`src/rtl/epp_clk_gen.sv`:
```
`default_nettype none
// ============================================================================
//  Module      : epp_clk_gen
//  Description : Counter-based clock generator for the EPD/EPP panel driver.
//                Produces two integer-divided clocks from the differential
//                reference, plus a lock flag that doubles as downstream
//                run / active-low reset.
//  Revision    : 1.0 - initial release
// ============================================================================
module epp_clk_gen #(
    parameter int CLK1_DIV    = 2,
    parameter int CLK2_DIV    = 6,
    parameter int LOCK_CYCLES = 1024,
    parameter int FAULT_LIMIT = 4
) (
    input  logic clk_in1_p,
    input  logic resetn,
    input  logic clk_in1_n,
    output logic clk_out1,
    output logic clk_out2,
    output logic locked
);

    localparam int C1_W = (CLK1_DIV > 2) ? $clog2(CLK1_DIV) : 1;
    localparam int C2_W = (CLK2_DIV > 2) ? $clog2(CLK2_DIV) : 1;
    localparam int LK_W = (LOCK_CYCLES > 1) ? $clog2(LOCK_CYCLES + 1) : 1;
    localparam int FC_W = (FAULT_LIMIT > 1) ? $clog2(FAULT_LIMIT + 1) : 1;

    localparam logic [C1_W-1:0] C1_LAST  = C1_W'(CLK1_DIV - 1);
    localparam logic [C1_W-1:0] C1_HALF  = C1_W'(CLK1_DIV / 2);
    localparam logic [C2_W-1:0] C2_LAST  = C2_W'(CLK2_DIV - 1);
    localparam logic [C2_W-1:0] C2_HALF  = C2_W'(CLK2_DIV / 2);
    localparam logic [LK_W-1:0] LOCK_MAX  = LK_W'(LOCK_CYCLES);
    localparam logic [FC_W-1:0] FAULT_MAX = FC_W'(FAULT_LIMIT);

    logic [C1_W-1:0] c1_q, c1_d;
    logic [C2_W-1:0] c2_q, c2_d;
    logic            clk1_q, clk1_d;
    logic            clk2_q, clk2_d;
    logic [LK_W-1:0] lock_cnt_q, lock_cnt_d;
    logic [FC_W-1:0] fault_cnt_q, fault_cnt_d;
    logic            locked_q, locked_d;
    logic            fault_w;

    always_comb begin
        c1_d   = (c1_q == C1_LAST) ? '0 : c1_q + 1'b1;
        c2_d   = (c2_q == C2_LAST) ? '0 : c2_q + 1'b1;
        clk1_d = (c1_q < C1_HALF);
        clk2_d = (c2_q < C2_HALF);

        // The negative leg must be low at every rising edge of the positive leg.
        if (clk_in1_n) begin
            fault_cnt_d = (fault_cnt_q == FAULT_MAX) ? fault_cnt_q : fault_cnt_q + 1'b1;
        end else begin
            fault_cnt_d = '0;
        end
        fault_w = (fault_cnt_d == FAULT_MAX);

        // A fault on the edge that would complete the lock count still wins.
        if (fault_w) begin
            lock_cnt_d = '0;
            locked_d   = 1'b0;
        end else begin
            lock_cnt_d = (lock_cnt_q == LOCK_MAX) ? lock_cnt_q : lock_cnt_q + 1'b1;
            locked_d   = locked_q | (lock_cnt_d == LOCK_MAX);
        end
    end

    always_ff @(posedge clk_in1_p or negedge resetn) begin
        if (!resetn) begin
            c1_q        <= '0;
            c2_q        <= '0;
            clk1_q      <= 1'b0;
            clk2_q      <= 1'b0;
            lock_cnt_q  <= '0;
            fault_cnt_q <= '0;
            locked_q    <= 1'b0;
        end else begin
            c1_q        <= c1_d;
            c2_q        <= c2_d;
            clk1_q      <= clk1_d;
            clk2_q      <= clk2_d;
            lock_cnt_q  <= lock_cnt_d;
            fault_cnt_q <= fault_cnt_d;
            locked_q    <= locked_d;
        end
    end

    assign clk_out1 = clk1_q;
    assign clk_out2 = clk2_q;
    assign locked   = locked_q;

endmodule
`default_nettype wire

```
`config.mk`:
```
export PLATFORM = sky130hd
export DESIGN_NAME = epp_clk_gen
export DESIGN_NICKNAME = d
export VERILOG_FILES = /design/src/rtl/epp_clk_gen.sv
export SDC_FILE = /design/constraint.sdc
export NUM_CORES = 1
export LEC_CHECK = 0
export CAP_MARGIN = 20
export CORE_UTILIZATION = 28
export CTS_BUF_LIST = sky130_fd_sc_hd__clkbuf_16
export DETAILED_ROUTE_END_ITERATION = 10
export GPL_TIMING_DRIVEN = 0
export PLACE_DENSITY_LB_ADDON = 0.3
export SLEW_MARGIN = 25
export SYNTH_ARGS = -nofsm -noshare
export SYNTH_HDL_FRONTEND = slang
export SYNTH_SLANG_ARGS = --single-unit
```
`constraint.sdc`:
```
create_clock -name clk_in1_p -period 6.41 [get_ports clk_in1_p]
set_clock_uncertainty 0.15 [all_clocks]
set_input_delay 1.282 -clock clk_in1_p [delete_from_list [all_inputs] [get_ports clk_in1_p]]
set_output_delay 1.282 -clock clk_in1_p [all_outputs]
set_load 0.05 [all_outputs]
```
== Word level (Yosys, flattened, before mapping) ==
Cells that the tools add are included.

* Magnitude comparators: 2
* Equality and inequality tests: 5
* Muxes and demuxes: 7
* Bitwise gates (word level): 1
* Add/subtract/negate cells: 4

{| class="wikitable"
|+ Operator list
! operator !! count
|-
| $eq 11x11->1 const B || 2
|-
| $mux 11 || 2
|-
| $add 11x1->11 const B || 1
|-
| $eq 3x3->1 const B || 3
|-
| $mux 3 || 3
|-
| $add 3x1->3 const B || 2
|-
| $lt 3x2->1 const B || 1
|-
| $mux 1 || 2
|-
| $add 1x1->1 const B || 1
|-
| $lt 1x1->1 const B || 1
|-
| $or 1x1->1 || 1
|}

* Input bits: 3
* Logic and storage cells: 26
* Register bits after elaboration: 21
* Output and inout bits: 3

== Logic depth before layout (Yosys ltp) ==
Gate-level depths: netlist of the first run.

* Depth in word-level cells: 5
* Depth in mapped cells: 7
* Depth with buffers taken out: 7

== Worst setup path after synthesis of the first run ==
OpenSTA, ideal clock, no wires.

* Kind: input to register
* Start point: input clk_in1_n
* End point: register lock_cnt_q[0]
* Library setup time: 0.132 ns
* Buffers on the path: 1
* Arrival: 1.905 ns
* Cell stages on the path: 4
* Required time: 6.128 ns
* Setup slack: 4.223 ns
* Path through: o211ai_1 -> a21oi_1 -> clkbuf_1 -> nor2_1

* Cells in the longest elaborated chain, start to end: 3

{| class="wikitable"
|+ RTL lines
! what !! line !! text
|-
| from (decl) || 18 || <nowiki>input logic clk_in1_n,</nowiki>
|-
| $mux 3 || 52 || <nowiki>if (clk_in1_n) begin</nowiki>
|-
| $eq 3x3->1 || 57 || <nowiki>fault_w = (fault_cnt_d == FAULT_MAX);</nowiki>
|-
| $mux 11 || 60 || <nowiki>if (fault_w) begin</nowiki>
|-
| net lock_cnt_d[0] || 40 || <nowiki>logic [LK_W-1:0] lock_cnt_q, lock_cnt_d;</nowiki>
|-
| to (signal assigned) || 83 || <nowiki>lock_cnt_q <= lock_cnt_d;</nowiki>
|-
| to (decl) || 40 ||
|}

The timed path passes the listed nets, and every way through them passes these cells.

== Worst setup path after layout of the first run ==
* Start point: register locked_q, in the netlist locked
* End point: output locked

{| class="wikitable"
|+ RTL lines
! what !! line !! text
|-
| from (decl) || 42 || <nowiki>logic locked_q, locked_d;</nowiki>
|-
| from (signal assigned) || 85 || <nowiki>locked_q <= locked_d;</nowiki>
|-
| to (decl) || 21 || <nowiki>output logic locked</nowiki>
|}

No word-level cell between the ends.

==> flow_summary.json, run 1 <==
{
  "syn2layout_area_growth_pct": 20.19,
  "fp.dieArea_mm2": 0.004058,
  "rows": 22,
  "diodes": 0,
  "pwr-share-seq": 0.368,
  "port_buffers": 5,
  "startpoint": "locked$_DFF_PN0_",
  "grt_pass1_vias": 758,
  "fill_cells": 372,
  "dr.pass1.iters": 4,
  "status": "complete, no violations",
  "grt_first_pass_wirelength_mm": 3.236,
  "grt_remaining_overflow": 0,
  "drt_iter0_drc": 21,
  "ant_nets": 0,
  "hold_depth": 1,
  "dp.cells": 164,
  "post-cts-setup-buffers": 0,
  "drc": 0,
  "setup-tns-final_ps": 0,
  "wire_per_inst_um": 10.68,
  "setup_viol": 0,
  "cts-root-buf": "clkbuf_16",
  "switchingPower_mw": 0.1463,
  "cts_max_level": 1,
  "clkLatencyLatePin_ps": 250,
  "cts_resized": 0,
  "final_max_slew_viol_count": 0,
  "postSynthCellCount": 111,
  "critical_path_class": "flop to primary output",
  "syn_area_mm2": 0.001066,
  "critPathMaxStageDelay_ps": 800,
  "crit_slowest_cell": "clkdlybuf4s50_1",
  "fin_crit_sh": 0.4392,
  "dr_total_vias": 775,
  "cts_tree": "yes",
  "crit_family": "buffers and inverters",
  "clkSlewWorstSetupHoldPaths_ps": 50,
  "combPwrFrac": 0.285,
  "dp_hpwl_mm": 1.282,
  "ir_drop_mv": 0.1935,
  "cp_cell_sequence": "clkdlybuf4s50_1",
  "register_area_um2": 500.5,
  "die_w_um": 63.70,
  "core_area_mm2": 0.003661,
  "synth_seq_area_share": 0.4695,
  "tightest_slew_ps": 875.2,
  "start_util": 0.2912,
  "synth-seq-cells": 20,
  "ys_types": 31,
  "multi_input_area_um2": 523.0,
  "fp.dieH_um": 63.70,
  "cp.depth": 1,
  "rr_worst_depth": 7,
  "cellPowerDensity_mw_per_mm2": 374.3,
  "crit_path_end": "locked",
  "synth.most_common_cell": "dfrtp_1",
  "cp_max_fo": 2,
  "critPathBufInv": 1,
  "synth_edf_count": 0,
  "crit_path_end_kind": "primary output",
  "reg2reg_slack_ps": 4160,
  "synth_top_flop_cell": "dfrtp_1",
  "finalNonFillerCells": 168,
  "fmaxAchievable_ghz": 0.3552,
  "via_per_inst": 4.613,
  "grt_max_degree": 21,
  "clock_sinks": 20,
  "track_usage": 0.1008,
  "drt-total-wl_mm": 1.794,
  "min_period_ps": 2815,
  "cp.arrival_ps": 1380,
  "drive_gt1_frac": 0.08333,
  "p_int_mw": 0.3333,
  "cts.path.max_buffers": 2,
  "antenna_found_initial": 0,
  "r2r_start": "lock_cnt_q[0]$_DFF_PN0_",
  "cap_violations": 0,
  "avgSynthCellArea_um2": 9.604,
  "synth_area_leaders": "dfrtp_1 (47%), xnor2_1 (7.4%), nor2_1 (6.7%)",
  "synth.largest_area_cell": "dfrtp_1",
  "p_clk_frac": 0.348,
  "hold_violations": 0,
  "syn_nets": 118,
  "synth_common_cells": "dfrtp_1 (20), nor2_1 (19), inv_1 (9), xnor2_1 (9), nand2_1 (7)",
  "cellLeakagePower_nw": 0.5672,
  "place.gp.congestion": 0.8290,
  "max_slew_margin": 0.4147,
  "yosysWarnings": 0,
  "rsz0062_at_grt": "no",
  "io_pins": 6,
  "switching_share": 0.3050,
  "async_flop_share": 1.000,
  "start_kind": "flop",
  "nNetsFinal": 128,
  "worstReg2RegEnd": "locked$_DFF_PN0_",
  "synth_top_area_frac": 0.4695,
  "cts_inserted_buffers": 3,
  "hold_class": "flop to flop",
  "required_ps": 4980,
  "cts_hold_buf": 0
}
==> metrics by stage <==
| step | total power, mW | hold slack, ps | area [um^2] | setup WS [ps] | utilization |
|---|---|---|---|---|---|
| 6_report | 0.4796 | 262.7 | 1281 | 3595 | 0.3500 |
| 4_1_cts | 0.4846 | 268.4 | 1281 | 3578 | 0.3500 |
| 5_1_grt | 0.5148 | 306.3 | 1281 | 3518 | 0.3500 |
| 2_1_floorplan | 0.2833 | 294.0 | 1066 | 4223 | - |
| 3_3_place_gp | 0.3102 | 253.8 | 1176 | 3443 | 0.3213 |
| 3_5_place_dp | 0.3128 | 260.5 | 1176 | 3443 | 0.3213 |
==> state kept, by name (all words and copies together) (netlist names) <==
register and flops:
lock_cnt_q 11, c2_q 3, fault_cnt_q 3, c1_q 1
clk_out2 1, locked 1
==> power by group through the flow <==
stage	logic, mW	registers [mW]	clock network [mW]
after floorplan	0.111	0.173	0
after global placement	0.133	0.177	0
after detailed placement	0.135	0.178	0
after CTS	0.137	0.176	0.171
after global routing	0.158	0.182	0.175
final	0.136	0.176	0.167
==> worst min-delay path by stage <==
stage                            from                 end  slack, ps
detailed placement     c1_q$_DFF_PN0_      c1_q$_DFF_PN0_        260
global route           c1_q$_DFF_PN0_      c1_q$_DFF_PN0_        310
CTS                    c1_q$_DFF_PN0_      c1_q$_DFF_PN0_        270
floorplan           c2_q[2]$_DFF_PN0_  clk_out2$_DFF_PN0_        290
global placement       c1_q$_DFF_PN0_      c1_q$_DFF_PN0_        250
finish                 c1_q$_DFF_PN0_      c1_q$_DFF_PN0_        260
==> cell usage in the layout (no fill, tap or decap), types with 2 or more instances in the layout <==
cell             count
a21oi_1              4
inv_1                9
mux2i_1              2
dfrtp_1             20
nand2_1              7
clkbuf_16            3
clkdlybuf4s50_1      5
xnor2_1              9
nor2_1              19
a31oi_1              3
ha_1                 4
nand3_1              5
nor2b_1              3
nor3_1               5
xor2_1               2
o21ai_0              2
==> routing by layer <==
layer / track usage / routed length, um / part of all wire
met3: 0.01630 / 21 / 0.012
met1: 0.1236 / 876 / 0.49
met4: 0.05114 / 20 / 0.011
met5: 0 / 0 / 0
met2: 0.1689 / 876 / 0.49
==> kinds of logic (layout without fill, tap and decap cells) <==
family,after synthesis,after routing,synth area share
simple gates,46,46,0.2207
flops,20,20,0.4695
compound gates,16,16,0.09978
xor+xnor,11,11,0.09038
buf+inv,11,20,0.03990
fa+ha+maj,4,4,0.04695
mux,3,3,0.03286
==> final cells by class <==
type	instances	share of cell area
Buffer	2	0.006836
Clock buffer	3	0.05859
Clock inverter	1	0.02344
Inverter	9	0.02637
Multi-Input combinational cell	80	0.4082
Sequential cell	20	0.3906
Tap cell	48	0.04687
Timing Repair Buffer	5	0.03906
No activity file was read; power rests on OpenSTA's default activity.
==> inputs of run 2 (changes only) <==
==> constraint.sdc (replaced) <==
create_clock -name clk_in1_p -period 2.27 [get_ports clk_in1_p]
set_clock_uncertainty 0.15 [all_clocks]
set_input_delay 0.454 -clock clk_in1_p [delete_from_list [all_inputs] [get_ports clk_in1_p]]
set_output_delay 0.454 -clock clk_in1_p [all_outputs]
set_load 0.05 [all_outputs]
==> run 2 against run 1 <==
Core utilization increased by 0.68 points. Via count grew 0.52%. Non-clock buffer count increased by 3. Sequential share of layout area is 0.56 points lower. Clock power grew to 2.8 times the previous value. Routed wire length rose by 3.1%. Critical path type is now flop to flop. Critical path depth is 6 higher. Critical endpoint is now locked$_DFF_PN0_. Design area is 2.0% higher. Cell count up 1.8%.
==> flow_summary.json, run 2 (synthesized netlist as in run 1, its figures left out) <==
{
  "p_int_mw": 0.9668,
  "p_clk_frac": 0.340,
  "status": "complete, no violations",
  "nNetsFinal": 131,
  "r2r_start": "lock_cnt_q[0]$_DFF_PN0_",
  "cts.path.max_buffers": 2,
  "setup_viol": 0,
  "grt_pass1_vias": 758,
  "drive_gt1_frac": 0.1220,
  "largest_register_ffs": 11,
  "switchingPower_mw": 0.4217,
  "clock_sinks": 20,
  "cellLeakagePower_nw": 0.5789,
  "cp_max_fo": 3,
  "top_register": "lock_cnt_q",
  "critPathMaxStageDelay_ps": 480,
  "final_max_slew_viol_count": 0,
  "wire_per_inst_um": 10.82,
  "grt_first_pass_wirelength_mm": 3.236,
  "cp.arrival_ps": 2160,
  "core_area_mm2": 0.003661,
  "grt_remaining_overflow": 0,
  "via_per_inst": 4.556,
  "fill_cells": 372,
  "min_to": "c1_q$_DFF_PN0_",
  "crit_path_end_kind": "flop",
  "cellPowerDensity_mw_per_mm2": 1063,
  "pwr-share-seq": 0.355,
  "die_w_um": 63.70,
  "ir_drop_mv": 0.5703,
  "power_mw": 1.388,
  "hold_depth": 1,
  "final_cell_mix": "nor2_1 (19), dfrtp_1 (18), inv_1 (9), xnor2_1 (9), nand2_1 (7)",
  "cp_cell_sequence": "inv_1 > ha_1 > or4b_4 > nor4_4 > nand2_2 > mux2_4 > a41o_1",
  "fmaxAchievable_ghz": 0.4589,
  "track_usage": 0.1008,
  "setup-tns-final_ps": 0,
  "fin_crit_sh": 0.9600,
  "final_common_cell": "nor2_1",
  "cap_violations": 0,
  "hold_violations": 0,
  "dr.pass1.iters": 5,
  "dp_hpwl_mm": 1.282,
  "fp.dieH_um": 63.70,
  "largestRegisters": "lock_cnt_q x11, c2_q x3, fault_cnt_q x3",
  "busiest_layer": "met2",
  "use_met1": 0.1236,
  "grt_max_degree": 21,
  "met3_usage": 0.01630,
  "drt_iter0_drc": 22,
  "hold_ws_ps": 262.8,
  "place.gp.congestion": 0.8290,
  "hold_class": "flop to flop",
  "port_buffers": 5,
  "clkLatencyLatePin_ps": 250,
  "rows": 22,
  "ant_nets": 0,
  "max_slew_margin": 0.4169,
  "critical_path_class": "flop to flop",
  "final_util": 0.3568,
  "combPwrFrac": 0.305,
  "grtUsageMet2": 0.1689,
  "worstReg2RegEnd": "locked$_DFF_PN0_",
  "hp-start": "c1_q$_DFF_PN0_",
  "switching_share": 0.3037,
  "diodes": 0,
  "crit_slowest_cell": "or4b_4",
  "tightest_slew_ps": 872.0,
  "io_pins": 6,
  "rr_worst_depth": 7,
  "cts-root-buf": "clkbuf_16",
  "cts_max_level": 1,
  "start_kind": "flop",
  "drc": 0,
  "required_ps": 2250,
  "multi_input_area_um2": 523.0,
  "cts_tree": "yes",
  "cts_hold_buf": 0,
  "cts_inserted_buffers": 3,
  "dr_total_vias": 779,
  "reg2reg_slack_ps": 90,
  "min_period_ps": 2179,
  "clkSlewWorstSetupHoldPaths_ps": 50,
  "fp.dieArea_mm2": 0.004058,
  "syn2layout_area_growth_pct": 22.53,
  "drt-total-wl_mm": 1.850,
  "antenna_found_initial": 0,
  "register_area_um2": 503.0,
  "start_util": 0.2912
}
==> run 2: cell count changes in the layout (fill, tap and decap cells not counted), sizes merged <==
cell,previous run,this run
buf,1,4
==> run 2: what timing repair did <==
item | CTS | global route
endpoints found under the setup margin | 1 | 1
gates resized for setup | 1 | 1
buffers inserted | 0 | 3
hold endpoints to repair | 0 | 0
==> run 2: critical path: cells and delay by family (launching register included) <==
family          cells  cell delay [ps]
flops               1              410
buf+inv             1               80
simple gates        3              750
compound gates      1              210
fa+ha+maj           1              150
mux                 1              320
==> run 2: routing by layer <==
metal	wire, um	vias to the layer above
met5	0	-
met3	21	2
met1	881	375
li1	-	399
met2	927	3
met4	20	0
==> run 2: cell type report <==
cell class,count,share of cell area
timing repair buffer,8,0.05556
tap,48,0.04598
buffer,2,0.006705
multi-input combinational,80,0.4004
clock inverter,1,0.02299
inverter,9,0.02586
clock buffer,3,0.05747
sequential,20,0.3851
==> run 2: worst max path at each step <==
stage / from / to / slack, ps / depth (start not counted)
floorplan: lock_cnt_q[0]$_DFF_PN0_ / locked$_DFF_PN0_ / 140 / 7
CTS: lock_cnt_q[0]$_DFF_PN0_ / locked$_DFF_PN0_ / 10 / 7
detailed placement: lock_cnt_q[0]$_DFF_PN0_ / locked$_DFF_PN0_ / 20 / 7
finish: lock_cnt_q[0]$_DFF_PN0_ / locked$_DFF_PN0_ / 90 / 7
global route: lock_cnt_q[0]$_DFF_PN0_ / locked$_DFF_PN0_ / -8 / 7
global placement: lock_cnt_q[0]$_DFF_PN0_ / locked$_DFF_PN0_ / 20 / 7
==> run 2: per-stage QoR <==
stage | setup WS [ps] | area (um^2) | instances
finish | 90.83 | 1306 | 171
global route | -7.933 | 1306 | 171
CTS | 11.27 | 1282 | 168
detailed placement | 18.57 | 1176 | 164
global placement | 23.54 | 1176 | 164
floorplan | 141.5 | 1066 | 111
==> run 2: power by group through the flow <==
stage               logic, mW  clock network, mW  registers (mW)
floorplan               0.313                  0           0.487
global route            0.485              0.495           0.506
finish                  0.423              0.472           0.494
detailed placement      0.380                  0           0.504
CTS                     0.387              0.484           0.499
global placement        0.376                  0           0.500
==> inputs of run 3 (changes only) <==
--- a/config.mk
+++ b/config.mk
@@ -11,6 +11,7 @@
 export DETAILED_ROUTE_END_ITERATION = 10
 export GPL_TIMING_DRIVEN = 0
 export PLACE_DENSITY_LB_ADDON = 0.3
+export REMOVE_ABC_BUFFERS = 1
 export SLEW_MARGIN = 25
 export SYNTH_ARGS = -nofsm -noshare
 export SYNTH_HDL_FRONTEND = slang
==> run 3 against run 2 <==
Fmax is 1.2% higher. Combinational power is 7.6% lower. Clock-buffer cell count stayed put. Design area is 0.67% higher. Total power is 0.79% higher. Critical path type unchanged. Cell count is 0.58% lower. Critical endpoint unchanged. First-iteration DRC count is 18% lower. Global-route usage is 1.3 points higher. Clock power is 3% higher. Critical path depth stayed put. Worst setup slack better by 27 ps. Core utilization is 0.24 points higher.
==> flow_summary.json, run 3 (synthesized netlist as in run 1, its figures left out) <==
{
  "met3_usage": 0.03080,
  "final_util": 0.3592,
  "wire_per_inst_um": 11.69,
  "port_buffers": 5,
  "rows": 22,
  "ir_drop_mv": 0.3306,
  "drt-total-wl_mm": 1.987,
  "cts_hold_buf": 0,
  "place.gp.congestion": 0.7655,
  "antenna_found_initial": 0,
  "clkSlewWorstSetupHoldPaths_ps": 60,
  "top_register": "lock_cnt_q",
  "tightest_slew_ps": 868.9,
  "switching_share": 0.3148,
  "register_area_um2": 501.7,
  "cap_violations": 0,
  "hold_ws_ps": 280.1,
  "nNetsFinal": 130,
  "cts-root-buf": "clkbuf_16",
  "cp_max_fo": 4,
  "fin_crit_sh": 0.9483,
  "core_area_mm2": 0.003661,
  "critical_path_class": "flop to flop",
  "drt_iter0_drc": 18,
  "multi_input_area_um2": 534.3,
  "busiest_layer": "met2",
  "cellLeakagePower_nw": 0.5794,
  "max_slew_margin": 0.4189,
  "cts_max_level": 1,
  "cts.path.max_buffers": 2,
  "cellPowerDensity_mw_per_mm2": 1064,
  "hold_class": "flop to flop",
  "die_w_um": 63.70,
  "hold_violations": 0,
  "final_max_slew_viol_count": 0,
  "setup_viol": 0,
  "switchingPower_mw": 0.4405,
  "p_clk_frac": 0.348,
  "ant_nets": 0,
  "dr_total_vias": 792,
  "largest_register_ffs": 11,
  "dr.pass1.iters": 4,
  "via_per_inst": 4.659,
  "grt_pass1_vias": 786,
  "syn2layout_area_growth_pct": 23.36,
  "cts_tree": "yes",
  "required_ps": 2260,
  "combPwrFrac": 0.279,
  "grtUsageMet2": 0.1848,
  "drive_gt1_frac": 0.1230,
  "track_usage": 0.1137,
  "grt_remaining_overflow": 0,
  "start_util": 0.2912,
  "drc": 0,
  "grt_max_degree": 21,
  "crit_path_end_kind": "flop",
  "clock_sinks": 20,
  "power_mw": 1.399,
  "min_period_ps": 2153,
  "pwr-share-seq": 0.373,
  "start_kind": "flop",
  "clkLatencyLatePin_ps": 250,
  "largestRegisters": "lock_cnt_q x11, c2_q x3, fault_cnt_q x3",
  "io_pins": 6,
  "fmaxAchievable_ghz": 0.4646,
  "grt_first_pass_wirelength_mm": 3.512,
  "diodes": 0,
  "cp.arrival_ps": 2150,
  "fp.dieArea_mm2": 0.004058,
  "status": "complete, no violations",
  "final_cell_mix": "nor2_1 (19), dfrtp_1 (19), inv_1 (9), xnor2_1 (9), nand2_1 (7)",
  "rsz0062_at_grt": "no",
  "cts_inserted_buffers": 3,
  "dp_hpwl_mm": 1.307,
  "fp.dieH_um": 63.70,
  "fill_cells": 377,
  "use_met1": 0.1264,
  "p_int_mw": 0.9589
}
## run 3: changes by cell type in the layout (fill, tap and decap cells not counted)
cell,delta
a21oi_1,-1
dfrtp_2,-1
a21oi_4,+1
buf_2,-1
clkbuf_1,-1
dfrtp_1,+1
buf_4,+1
## run 3: worst max-delay path, cell delays in order, from the launching register on
cell     delay (ps)
dfrtp_2         420
inv_1            80
ha_1            140
or4b_4          470
nor4_4          150
nand2_2         110
mux2_4          320
a41o_1          200
## run 3: per-stage QoR
stage               instance area (um^2)  cells  setup WS, ps  setup TNS [ps]
floorplan                           1057    109         141.4               0
global placement                    1167    162        -304.2          -744.4
detailed placement                  1167    162        -306.9          -812.0
CTS                                 1276    166         16.93               0
global route                        1315    170         10.34               0
finish                              1315    170         117.4               0
## run 3: path summary, 6_finish.rpt
check	from	to	slack, ps	cells past startpoint
min reg2reg	c1_q$_DFF_PN0_	c1_q$_DFF_PN0_	280	1
min	c1_q$_DFF_PN0_	c1_q$_DFF_PN0_	280	1
max in group asynchronous	resetn	lock_cnt_q[0]$_DFF_PN0_	840	1
min in group asynchronous	resetn	locked$_DFF_PN0_	540	1
max reg2reg	lock_cnt_q[0]$_DFF_PN0_	locked$_DFF_PN0_	120	7
max	lock_cnt_q[0]$_DFF_PN0_	locked$_DFF_PN0_	120	7
## run 3: timing repair
| item | in CTS | in global routing |
|---|---|---|
| setup buffers | 0 | 4 |
| setup endpoints to repair | 1 | 1 |
| gates resized for setup | 1 | 2 |
## run 3: final cells by class
class,instances,area share
timing repair buffer,9,0.06089
inverter,9,0.02569
clock inverter,1,0.02284
sequential,20,0.3815
multi-input combinational,80,0.4063
tap,48,0.04567
clock buffer,3,0.05709
## run 3: power groups by stage
stage | combinational (mW) | clock [mW] | sequential [mW]
global route | 0.447 | 0.511 | 0.536
detailed placement | 0.347 | 0 | 0.530
finish | 0.391 | 0.487 | 0.522
global placement | 0.342 | 0 | 0.526
floorplan | 0.286 | 0 | 0.507
CTS | 0.354 | 0.497 | 0.525
## run 3: layer usage
| layer | up-vias | wire length, um |
|---|---|---|
| met2 | 9 | 993 |
| met3 | 7 | 38 |
| met4 | 0 | 59 |
| li1 | 397 | - |
| met1 | 379 | 894 |
| met5 | - | 0 |
